==> src/rtl/scancode2ascii_fifo.sv <==
// scancode2ascii_fifo: PS/2 set-2 parser with JIS-106 ASCII mapping into a first-word-fall-through FIFO
module scancode2ascii_fifo #(
    parameter int DEPTH         = 8,
    parameter bit DROP_UNMAPPED = 1'b1
) (
    input  logic                     clk,
    input  logic                     i_sclr_n,
    input  logic [7:0]               i_scancode,
    input  logic                     i_valid,
    input  logic                     i_ready,
    output logic [7:0]               o_ascii,
    output logic                     o_valid,
    output logic                     o_shift,
    output logic                     o_capslock,
    output logic [$clog2(DEPTH):0]   o_count,
    output logic                     o_overflow
);
    localparam int AW = $clog2(DEPTH);
    localparam logic [AW:0] FULL = (AW + 1)'(DEPTH);
    localparam logic [1:0] IDLE = 2'd0, BRK = 2'd1, EXT = 2'd2, EXT_BRK = 2'd3;
    logic [1:0] state_q, state_d;
    logic lshift_q, lshift_d, rshift_q, rshift_d, caps_q, caps_d, held_q, held_d;
    logic ign, acc, pre_f0, pre_e0, evt, mk, is_ls, is_rs, is_caps, shift, alpha, push, pop, full, wr, ovf_d;
    logic [7:0] lo, hi, ch, push_ch;
    logic [7:0] mem_q [DEPTH];
    logic [AW-1:0] wr_q, wr_d, rd_q, rd_d;
    logic [AW:0] cnt_q, cnt_d;
    logic ovf_q;
    // state bit 0 marks a pending break, bit 1 an extended prefix
    assign ign     = i_scancode == 8'hE1 || (i_scancode >= 8'hE2 && i_scancode != 8'hF0);
    assign acc     = i_valid && !ign;
    assign pre_f0  = !state_q[0] && i_scancode == 8'hF0;
    assign pre_e0  = state_q == IDLE && i_scancode == 8'hE0;
    assign evt     = acc && !pre_f0 && !pre_e0;
    assign mk      = evt && !state_q[0];
    assign is_ls   = !state_q[1] && i_scancode == 8'h12;
    assign is_rs   = !state_q[1] && i_scancode == 8'h59;
    assign is_caps = !state_q[1] && i_scancode == 8'h58;
    assign state_d = !acc ? state_q : pre_f0 ? {state_q[1], 1'b1} : pre_e0 ? EXT : IDLE;
    assign lshift_d = evt && is_ls ? mk : lshift_q;
    assign rshift_d = evt && is_rs ? mk : rshift_q;
    assign held_d   = evt && is_caps ? mk : held_q;
    assign caps_d   = caps_q ^ (mk && is_caps && !held_q);
    always_comb begin
        lo = 8'h00;
        hi = 8'h00;
        if (state_q[1]) begin
            lo = i_scancode == 8'h5A ? 8'h0D : i_scancode == 8'h4A ? 8'h2F : 8'h00;
            hi = lo;
        end else begin
            case (i_scancode)
                8'h1C: {lo, hi} = "aA";
                8'h32: {lo, hi} = "bB";
                8'h21: {lo, hi} = "cC";
                8'h23: {lo, hi} = "dD";
                8'h24: {lo, hi} = "eE";
                8'h2B: {lo, hi} = "fF";
                8'h34: {lo, hi} = "gG";
                8'h33: {lo, hi} = "hH";
                8'h43: {lo, hi} = "iI";
                8'h3B: {lo, hi} = "jJ";
                8'h42: {lo, hi} = "kK";
                8'h4B: {lo, hi} = "lL";
                8'h3A: {lo, hi} = "mM";
                8'h31: {lo, hi} = "nN";
                8'h44: {lo, hi} = "oO";
                8'h4D: {lo, hi} = "pP";
                8'h15: {lo, hi} = "qQ";
                8'h2D: {lo, hi} = "rR";
                8'h1B: {lo, hi} = "sS";
                8'h2C: {lo, hi} = "tT";
                8'h3C: {lo, hi} = "uU";
                8'h2A: {lo, hi} = "vV";
                8'h1D: {lo, hi} = "wW";
                8'h22: {lo, hi} = "xX";
                8'h35: {lo, hi} = "yY";
                8'h1A: {lo, hi} = "zZ";
                8'h16: {lo, hi} = "1!";
                8'h1E: {lo, hi} = "2\"";
                8'h26: {lo, hi} = "3#";
                8'h25: {lo, hi} = "4$";
                8'h2E: {lo, hi} = "5%";
                8'h36: {lo, hi} = "6&";
                8'h3D: {lo, hi} = "7'";
                8'h3E: {lo, hi} = "8(";
                8'h46: {lo, hi} = "9)";
                8'h45: {lo, hi} = {"0", 8'h00};
                8'h4E: {lo, hi} = "-=";
                8'h55: {lo, hi} = "^~";
                8'h6A: {lo, hi} = "\\|";
                8'h54: {lo, hi} = {"@", 8'h60};
                8'h5B: {lo, hi} = "[{";
                8'h4C: {lo, hi} = ";+";
                8'h52: {lo, hi} = ":*";
                8'h5D: {lo, hi} = "]}";
                8'h41: {lo, hi} = ",<";
                8'h49: {lo, hi} = ".>";
                8'h4A: {lo, hi} = "/?";
                8'h51: {lo, hi} = "__";
                8'h29: {lo, hi} = "  ";
                8'h66: {lo, hi} = 16'h0808;
                8'h5A: {lo, hi} = 16'h0D0D;
                8'h76: {lo, hi} = 16'h1B1B;
                default: ;
            endcase
        end
    end
    assign shift   = lshift_q | rshift_q;
    assign alpha   = lo >= "a" && lo <= "z";
    assign ch      = (alpha ? shift ^ caps_q : shift) ? hi : lo;
    assign push    = mk && !(is_ls || is_rs || is_caps) && (ch != 8'h00 || !DROP_UNMAPPED);
    assign push_ch = ch != 8'h00 ? ch : 8'hFF;
    assign o_valid = cnt_q != '0;
    assign pop     = o_valid && i_ready;
    assign full    = cnt_q == FULL;
    assign wr      = push && (!full || pop);
    assign wr_d    = wr ? wr_q + AW'(1) : wr_q;
    assign rd_d    = pop ? rd_q + AW'(1) : rd_q;
    assign cnt_d   = cnt_q + (AW + 1)'(wr) - (AW + 1)'(pop);
    assign ovf_d   = ovf_q || (push && full && !pop);
    always_ff @(posedge clk) begin
        if (!i_sclr_n) begin
            state_q  <= IDLE;
            lshift_q <= 1'b0;
            rshift_q <= 1'b0;
            caps_q   <= 1'b0;
            held_q   <= 1'b0;
            wr_q     <= '0;
            rd_q     <= '0;
            cnt_q    <= '0;
            ovf_q    <= 1'b0;
        end else begin
            state_q  <= state_d;
            lshift_q <= lshift_d;
            rshift_q <= rshift_d;
            caps_q   <= caps_d;
            held_q   <= held_d;
            wr_q     <= wr_d;
            rd_q     <= rd_d;
            cnt_q    <= cnt_d;
            ovf_q    <= ovf_d;
        end
    end
    always_ff @(posedge clk) begin
        if (i_sclr_n && wr) mem_q[wr_q] <= push_ch;
    end
    assign o_ascii    = o_valid ? mem_q[rd_q] : 8'h00;
    assign o_shift    = shift;
    assign o_capslock = caps_q;
    assign o_count    = cnt_q;
    assign o_overflow = ovf_q;
endmodule

==> config.mk <==
export PLATFORM = sky130hd
export DESIGN_NAME = scancode2ascii_fifo
export DESIGN_NICKNAME = d
export VERILOG_FILES = /design/src/rtl/scancode2ascii_fifo.sv
export SDC_FILE = /design/constraint.sdc
export NUM_CORES = 1
export LEC_CHECK = 0
export CORE_ASPECT_RATIO = 0.5
export CORE_MARGIN = 10
export CORE_UTILIZATION = 60
export DETAILED_ROUTE_END_ITERATION = 10
export PLACE_DENSITY = 0.92
export SETUP_SLACK_MARGIN = 0.4
export SLEW_MARGIN = 20
export SYNTH_ARGS = -nofsm -noshare
export SYNTH_HDL_FRONTEND = slang
export SYNTH_SLANG_ARGS = --single-unit
==> constraint.sdc <==
create_clock -name clk -period 9.8 [get_ports clk]
set_input_delay 1.96 -clock clk [delete_from_list [all_inputs] [get_ports clk]]
set_output_delay 1.96 -clock clk [all_outputs]
set_load 0.02 [all_outputs]
* After elaboration in Yosys (flattened, before gate mapping)
Memory sizes are Yosys's and may differ from the RTL's. A register that Yosys moved wholly into a read port is not among the register bits. Index checks and enable logic that the tools add are counted.
Word-level totals: bits in writable memories 64, memories kept 1, word-level logic and storage cells 139, bits in registers 17
Memory list:
- mem_q | words 8, width 8, read ports 1, clocked after memory_dff 1, write ports 1, line 25 | logic [7:0] mem_q [DEPTH];
Cells by class: add/subtract/negate cells 4, bitwise operators 4, $lt $le $gt $ge 3, muxes and demuxes 16, equal/unequal tests 60, reduce and logical (&&, ||, !) cells 41
Operators with widths (count):
- $pmux W7 S52 | 1
- $pmux W7 S51 | 1
- $eq A8 B7 Y1 const B | 24
- $eq A8 B6 Y1 const B | 23
- $eq A8 B5 Y1 const B | 8
- $eq A8 B8 Y1 const B | 3
- $mux W8 | 3
- $logic_and A1 B1 Y1 | 23
- $mux W7 | 2
- $mux W6 | 2
- $logic_not A1 Y1 | 9
- $ge A8 B7 Y1 const B | 1
- $ge A8 B8 Y1 const B | 1
- $le A8 B7 Y1 const B | 1
- $ne A8 B8 Y1 const B | 1
- $reduce_bool A8 Y1 | 1
- $add A3 B1 Y3 const B | 2
- $mux W3 | 2
- $logic_or A1 B1 Y1 | 5
- $add A4 B1 Y4 | 1
- $eq A4 B4 Y1 const B | 1
- $mux W1 | 4
- $reduce_bool A4 Y1 | 1
- $sub A4 B1 Y4 | 1
- other kinds (6) | 7

* Longest topological paths before layout
Gate-level depths: netlist of the first run.
depth in word-level cells 14, depth in mapped cells 19

* Worst setup path before layout of the first run
OpenSTA, ideal clock, no wires.
path type input-to-reg, start point in i_scancode[6], end point mem mem_q[1][0] (enable), path slack 4231 ps, data required time 9405 ps, path buffers 2, setup time 395 ps, data arrival time 5175 ps, stages on the path 11, cell sequence buf_2 -> or4b_1 -> or4_1 -> o2111a_1 -> and3_4 -> and3_4 -> a211o_1 -> o211ai_4 -> nand3_2 -> buf_6 -> nor4_1
On the way: longest elaborated chain between the ends 14, elaborated cells between the ends (all ways) 95, those cells by class 3 x order compare; 59 x eq/ne; 10 x mux; 23 x reduce/logical
Ends and longest elaborated chain:
- from (decl) | line 8 | input logic [7:0] i_scancode,
- parallel branches: the longest is 9 deep, another holds $ge A8 B7 Y1
- $logic_and A1 B1 Y1 * | line 111 | assign push = mk && !(is_ls || is_rs || is_caps) && (ch != 8'h00 || !DROP_UNMAPPED);
- $logic_and A1 B1 Y1 * | line 116 | assign wr = push && (!full || pop);
- $logic_and A1 B1 Y1 * | line 145 | if (i_sclr_n && wr) mem_q[wr_q] <= push_ch;
- $mux W1 * | line 145
- $mux W1 (implied by the code) * | line 145
- to (decl) | line 25
Every way passes the cells marked *.

* Final worst setup path of the first run
start point in i_scancode[2], end point reg cnt_q[2] (netlist: o_count[2])
On the way: longest elaborated chain between the ends 13, elaborated cells between the ends (all ways) 94, those cells by class 2 x add/sub; 3 x order compare; 59 x eq/ne; 8 x mux; 22 x reduce/logical
Ends and longest elaborated chain:
- parallel branches: the longest is 9 deep, another holds $ge A8 B7 Y1
- $logic_and A1 B1 Y1 * | line 111
- $logic_and A1 B1 Y1 * | line 116
- $add A4 B1 Y4 * | line 119 | assign cnt_d = cnt_q + (AW + 1)'(wr) - (AW + 1)'(pop);
- $sub A4 B1 Y4 * | line 119
- to (signal assigned) | line 140 | cnt_q <= cnt_d;
- to (decl) | line 27 | logic [AW:0] cnt_q, cnt_d;
Marks and branches as above. A chain may end at the register's enable or synchronous reset.

==> metrics, run 1 <==
slowest cell delay on critical path=1.19 ns; wire per inst=about 24 um; clock sinks=84; delay-heaviest family, CP=simple AND/OR/NAND/NOR gates; status=completed; relative slew slack=between 20% and 30%; min cycle time layout=6.85 ns; gr ovfl total=0; drt drc=0; Tot GR Track Use=between 20% and 30%; post-synthesis async set-or-reset flop share=0%; Final Setup Violations=0; Netlist cell types=between 70 and 80; synthesized cell area=just under 5000 um2; fmax=~0.15 GHz; max_cap viols=0; Worst Setup Path Type=input pin to register; Initial DRC Count=roughly 770; Slowest-stage cell, CP=clkdlybuf4s50_1; io pins=28; Hold WC Path Type=register to register; CTS tree=yes; worst slew pin tran=between 1 and 1.5 ns; Post-CTS Resized=0; largest net degree at the start of global routing=between 40 and 50; Req. time, crit path=~10 ns; Simple-Gate Fraction of Synth Area=a little over a fifth; register area share after synthesis=a little under half; Reg clk slew, reported paths=0.06 ns; Post-Synth XOR/XNOR Area=about 2.3%; Die H=~84 um; Final Net Count=between 400 and 500; Hold Startpoint=rshift_q; CP Launch Point=i_scancode[2]; synth warn=0; reg2reg start=state_q[1]; Synth area leaders=edfxtp_1 39%, dfxtp_1 8.1%, mux4_2 7.3%; Tcrit/Tclk final=between 60% and 70%; post-synth top area share=between 30 and 40%; Setup WS post-layout=2.95 ns; CP Launch Type=input pin; Die W=between 100 and 150 um; CP Capture Type=register; net count after synthesis=~470; multi-input logic area=between 2000 and 2500 um2; initial antenna violation count=0; share of layout cells above drive strength 1=approximately an eighth; critical path arrival=about 7.1 ns; clk_lat worst skew=roughly 0.34 ns; pwr/cell area=around 210 nW/um2; Worst Path Max Fanout=31; ys flop type=edfxtp_1; First-pass DRT Iterations=6; synthesized instance count=roughly 450; GP Congestion=~0.99; Final HPWL DP=around 9000 um; WL final=13800 um; final hold slack=0.501 ns; leading area contributor after synthesis=edfxtp_1; number of flops mapped to enable cells by yosys=between 60 and 70; pre-CTS setup slack=around 2.8 ns; buffers and inverters on the worst path=3; most frequent cells in the layout=64 x edfxtp_1, 33 x nor2_1, 33 x nand2_1; Initial Util=between 60% and 70%; H-Tree Depth=3; first-pass GRT wire length=21700 um; vias in the first global route=between 3k and 4k; final hold violations=0; post-route ant nets=0; Post-CTS Setup Repair Bufs=0; #FFs+latches synth=between 80 and 90; # rows=23; worst-case clock skew=roughly 0.0073 ns; LEAKAGE=1.82 nW; Max Slew Vio Count=0; worst-case vdd ir drop=roughly 0.00015 V; # hold bufs at CTS=0; Reg area=approximately 2300 um2; Max Root-Sink Buffers=2; CP Cell Sequence=clkdlybuf4s50_1 > nor2_1 > o211ai_1 > o311ai_0 > nor4_1 > a41oi_1 > nor4_1 > o211ai_4 > nand3_2 > ha_1 > inv_1 > ha_1 > inv_1 > fa_1 > xor2_1 > nor2_1; via-per-instance ratio=approximately 7; synthesized area per cell=between 10 and 15 um2; unrepaired setup endpoints after global routing=no; largest family of logic cells by synthesized area=simple AND/OR/NAND/NOR gates; # fillers=approximately 530; CTS root buf=clkbuf_16; most common cell after layout, fill and taps aside=edfxtp_1; compound-cell area share of the yosys netlist=a little under an eighth; Syn-to-layout area delta=12.9%; CTS Buf Count=9; IO Port Bufs=27; Vias=between 4k and 5k; post-synthesis mux area share=a little over a tenth; Die ar.=12500 um2; Setup TNS Final=0 ns; core area=roughly 8000 um2; adder-cell share of the synthesized area=roughly 2.4%; Diodes inserted=0
-- worst paths after layout --
| check | slack [ns] | cells after the start | endpoint |
|---|---|---|---|
| setup / recovery | 2.95 | 16 | o_count[2] |
| hold / removal | 0.50 | 2 | rshift_q |
| setup reg to reg | 5.76 | 13 | o_count[2] |
| hold reg to reg | 0.50 | 2 | rshift_q |
-- final cells by class --
class | count | area share (%)
repair buffers | 37 | 6.18
clock buffers | 10 | 4.10
multi-input cells | 315 | 43.2
inverters | 18 | 1.21
flip-flops and latches | 84 | 41.6
clock inverters | 6 | 1.28
well taps | 112 | 2.51
-- stage by stage --
stage,utilization (%),area [um2],cells,total power (W)
6_report,69.6,5590,582,0.00119
5_1_grt,69.6,5590,582,0.00124
4_1_cts,69.5,5580,582,0.00119
3_5_place_dp,65.8,5280,566,0.000843
3_3_place_gp,65.8,5280,566,0.000822
2_1_floorplan,-,4950,453,0.000707
-- cell usage after synthesis (all sizes together), types with 3 or more instances --
cell type and n:
a32oi 3, nor2b 7, nand2 33, buf 19
nand3b 3, o211ai 3, a211oi 4, nor3b 4
or3 3, nor2 33, nor4b 9, xor2 6
mux4 16, and3 4, nor4bb 3, clkbuf 17
or2 4, o22ai 3, dfxtp 20, o32ai 3
a21oi 14, a31oi 8, mux2i 15, xnor2 7
nor3 14, nand3 17, nand4 6, o21ai 11
and4b 3, edfxtp 64, inv 18, and2 3
nand2b 11, nor4 13, ha 8
-- metal layers --
metal  track usage (%)  share of wire, %  up-vias
li1                  -                 -     1768
met1              27.7                39     1893
met2              35.4                47      331
met3              5.57                11       66
met4              7.87               3.2        0
met5                 0                 0        -
-- state kept, by name, indices dropped and copies added (netlist names), named ones only --
register / cells
o_overflow: 1
o_count: 4
mem_q: 64
held_q: 1
rd_q: 3
o_capslock: 1
rshift_q: 1
state_q: 2
lshift_q: 1
wr_q: 3
-- cell families (layout without fill, tap and decap cells) --
kind of cell	count (synthesis)	count (layout)
simple gates	182	182
buf+inv	54	71
fa+ha+maj	9	9
flops	84	84
mux	32	32
xor+xnor	13	13
compound gates	79	79
-- report_power, final --
| part | internal (W) | switching (W) |
|---|---|---|
| clock | 0.000200 | 0.000139 |
| combinational | 0.000172 | 0.000219 |
| sequential | 0.000424 | 0.0000395 |
-- worst min-delay path, cell delays in order, from the launching register on --
cell      delay [ns]
dfxtp_1         0.31
nor2_1          0.10
a211oi_1        0.05
Power figures use the tool's default switching activity.
==> inputs of run 2 (changes only) <==
--- a/config.mk
+++ b/config.mk
@@ -7,9 +7,9 @@
 export LEC_CHECK = 0
 export CORE_ASPECT_RATIO = 0.5
 export CORE_MARGIN = 10
-export CORE_UTILIZATION = 60
+export CORE_UTILIZATION = 54
 export DETAILED_ROUTE_END_ITERATION = 10
-export PLACE_DENSITY = 0.92
+export PLACE_DENSITY = 0.88
 export SETUP_SLACK_MARGIN = 0.4
 export SLEW_MARGIN = 20
 export SYNTH_ARGS = -nofsm -noshare
==> constraint.sdc (replaced) <==
create_clock -name clk -period 6.2 [get_ports clk]
set_input_delay 1.24 -clock clk [delete_from_list [all_inputs] [get_ports clk]]
set_output_delay 1.24 -clock clk [all_outputs]
set_load 0.02 [all_outputs]
==> run 2 against run 1 <==
Compared with the run above: largest cell class unchanged; via count decreased by 2.3%; clock power increased by 60%; critical path depth increased by 1.
==> metrics, run 2 (synthesis gave the netlist of run 1 again) <==
worst-case vdd ir drop=0.000302 V (+96%); Pint=0.00126 W (+59%); Worst Path Max Fanout=17 (-45%); core area=8830 um2 (+10%); Final Net Count=500 (+2.9%); Req. time, crit path=6.40 ns (-3.61 ns); relative slew slack=24.5% (-2.5 points); # rows=24 (+4.3%); pwr/cell area=329 nW/um2 (+54%); largest net degree at the start of global routing=34 (-17%); crit path to=o_count[2]; vias in the first global route=3828 (+0.18%); slowest cell delay on critical path=0.85 ns (-0.34 ns); WL final=13200 um (-4.9%); max reg flops=64 (unchanged); CTS root buf=clkbuf_16; clock sinks=84 (unchanged); fmax=between 0.15 and 0.2 GHz; Initial DRC Count=463 (-40%); wire per inst=21.9 um (-7.9%); gr ovfl total=0 (unchanged); GRT busiest layer=met2; final hold violations=0 (unchanged); clk_lat worst skew=0.33 ns (about the same); Syn-to-layout area delta=15.1%; Biggest register=mem_q; CP Launch Type=input pin; Worst R2R Path Depth=13 (unchanged); CP Cell Sequence=clkdlybuf4s50_1 > buf_4 > and4b_1 > o2111ai_1 > o211ai_1 > nor4_1 > a41oi_1 > nor4_1 > o211ai_4 > nand3_2 > ha_1 > inv_1 > ha_1 > inv_1 > fa_1 > xor2_1 > nor2_1; Power Total=0.00188 W (+57%); Clock Power Share=28.9% (+0.5 points); Die ar.=13600 um2 (+9.0%); Net Switching=0.000613 W (+54%); critical path arrival=5.68 ns (-1.37 ns); most frequent cells in the layout=64 x edfxtp_1, 33 x nor2_1, 33 x nand2_1; # fillers=674 (+26%); max_cap viols=0 (unchanged); sequential share of power=39.0% (about the same); CTS Buf Count=9 (unchanged); H-Tree Depth=3 (unchanged); Initial Util=56.1% (-5.6 points); share of layout cells above drive strength 1=15.3% (+2.7 points); Post-CTS Resized=0 (unchanged); Switching Fraction=32.7% (-0.67 points); reg2reg start=state_q[1]; CP Launch Point=i_scancode[5]; worst slew pin tran=1.12 ns (+0.0288 ns); Tot GR Track Use=19.2% (-2.6 points); RR Endpoint=o_count[2]; post-route ant nets=0 (unchanged); fin cells=601 (+3.3%); FF-to-FF setup slack=2.51 ns (-3.25 ns); CTS tree=yes; WHS Path Cells=2 (unchanged); CP Capture Type=register; Worst Setup Path Type=input pin to register; Max Slew Vio Count=0 (unchanged); LEAKAGE=1.90 nW (+4.2%); Reg clk slew, reported paths=0.06 ns (about the same); final core utilization=64.6% (-5.1 points); Hold WC Path Type=register to register; Final Cell Area=5700 um2 (+2.0%); Die W=155 um (+4.7%); Post-CTS Setup Repair Bufs=0 (unchanged); unrepaired setup endpoints after global routing=no; Diodes inserted=0 (unchanged); initial antenna violation count=0 (unchanged); Tcrit/Tclk final=just under 90%; First-pass DRT Iterations=5 (-1); Final Setup Violations=0 (unchanged); Setup TNS Final=0 ns (unchanged); met3 Resource Use GR=2.59% (-3.0 points); via-per-instance ratio=6.60 (-5.4%); Final HPWL DP=9110 um (+1.4%); io pins=28 (unchanged); worst-case clock skew=0.00733 ns (+0.0000774 ns); min cycle time layout=5.48 ns; # hold bufs at CTS=0 (unchanged); M1 GR Usage=25.5% (-2.2 points); first-pass GRT wire length=21000 um (-3.3%); status=completed; Max Root-Sink Buffers=2 (unchanged); Die H=87.7 um (+4.1%); GP Congestion=1.02 (+3.1%); IO Port Bufs=27 (unchanged); Placed Area=5390 um2 (+2.1%); most common cell after layout, fill and taps aside=edfxtp_1; placed cells=585 (+3.4%); Vias=3965 (-2.3%); routing usage on met2=31.8% (-3.6 points); Slowest-stage cell, CP=clkdlybuf4s50_1; Combinational Power Share=32.2% (-0.5 points); drt drc=0 (unchanged)
[run 2: cell types whose count changed in the layout (fill, tap and decap cells not counted)]
| cell | before | now |
|---|---|---|
| buf_4 | 10 | 24 |
| inv_8 | 0 | 1 |
| inv_6 | 2 | 3 |
| nor4b_2 | 2 | 3 |
| nor4b_4 | 1 | 0 |
| clkinv_4 | 1 | 0 |
| clkbuf_1 | 1 | 0 |
[run 2: how the worst min path moves through the flow]
stage	slack [ns]	to	start
2_1_floorplan	0.45	register	rd_q[1]
3_3_place_gp	0.47	rd_q[1]	rd_q[1]
3_5_place_dp	0.49	o_overflow	o_overflow
4_1_cts	0.50	o_overflow	o_overflow
5_1_grt	0.53	o_overflow	o_overflow
6_report	0.50	held_q	held_q
[run 2: power by group through the flow]
| stage | sequential [W] | combinational, W | clock, W |
|---|---|---|---|
| 6_report | 0.000731 | 0.000604 | 0.000542 |
| 3_5_place_dp | 0.000741 | 0.000594 | 0 |
| 3_3_place_gp | 0.000738 | 0.000570 | 0 |
| 2_1_floorplan | 0.000712 | 0.000405 | 0 |
| 5_1_grt | 0.000740 | 0.000645 | 0.000572 |
| 4_1_cts | 0.000731 | 0.000604 | 0.000546 |
[run 2: stage by stage]
step	hold WS, ns	setup WS, ns
after floorplan	0.454	1.35
after global placement	0.469	0.666
after detailed placement	0.486	0.526
after CTS	0.499	0.838
after global routing	0.527	0.424
final	0.500	0.718
[run 2: critical path, delay by kind of cell]
kind	cells	cell delay (ns)
AND/OR/NAND/NOR	5	1.54
adder cells (fa/ha/maj)	3	0.75
buffers and inverters	4	1.21
AO/OA/AOI/OAI	4	0.73
XOR/XNOR	1	0.20
[run 2: final cells by class]
class | instances | area (um2) | share of cell area, %
sequential | 84 | 2320 | 40.8
clock buffer | 9 | 225 | 3.95
timing repair buffer | 51 | 450 | 7.90
inverter | 18 | 67.6 | 1.19
clock inverter | 7 | 82.6 | 1.45
multi-input combinational | 315 | 2400 | 42.2
tap | 117 | 146 | 2.57
[run 2: routing by layer]
layer	wire length (um)	up-vias
met2	6280	222
met1	5620	1914
met3	1010	25
met5	0	-
li1	-	1804
met4	255	0
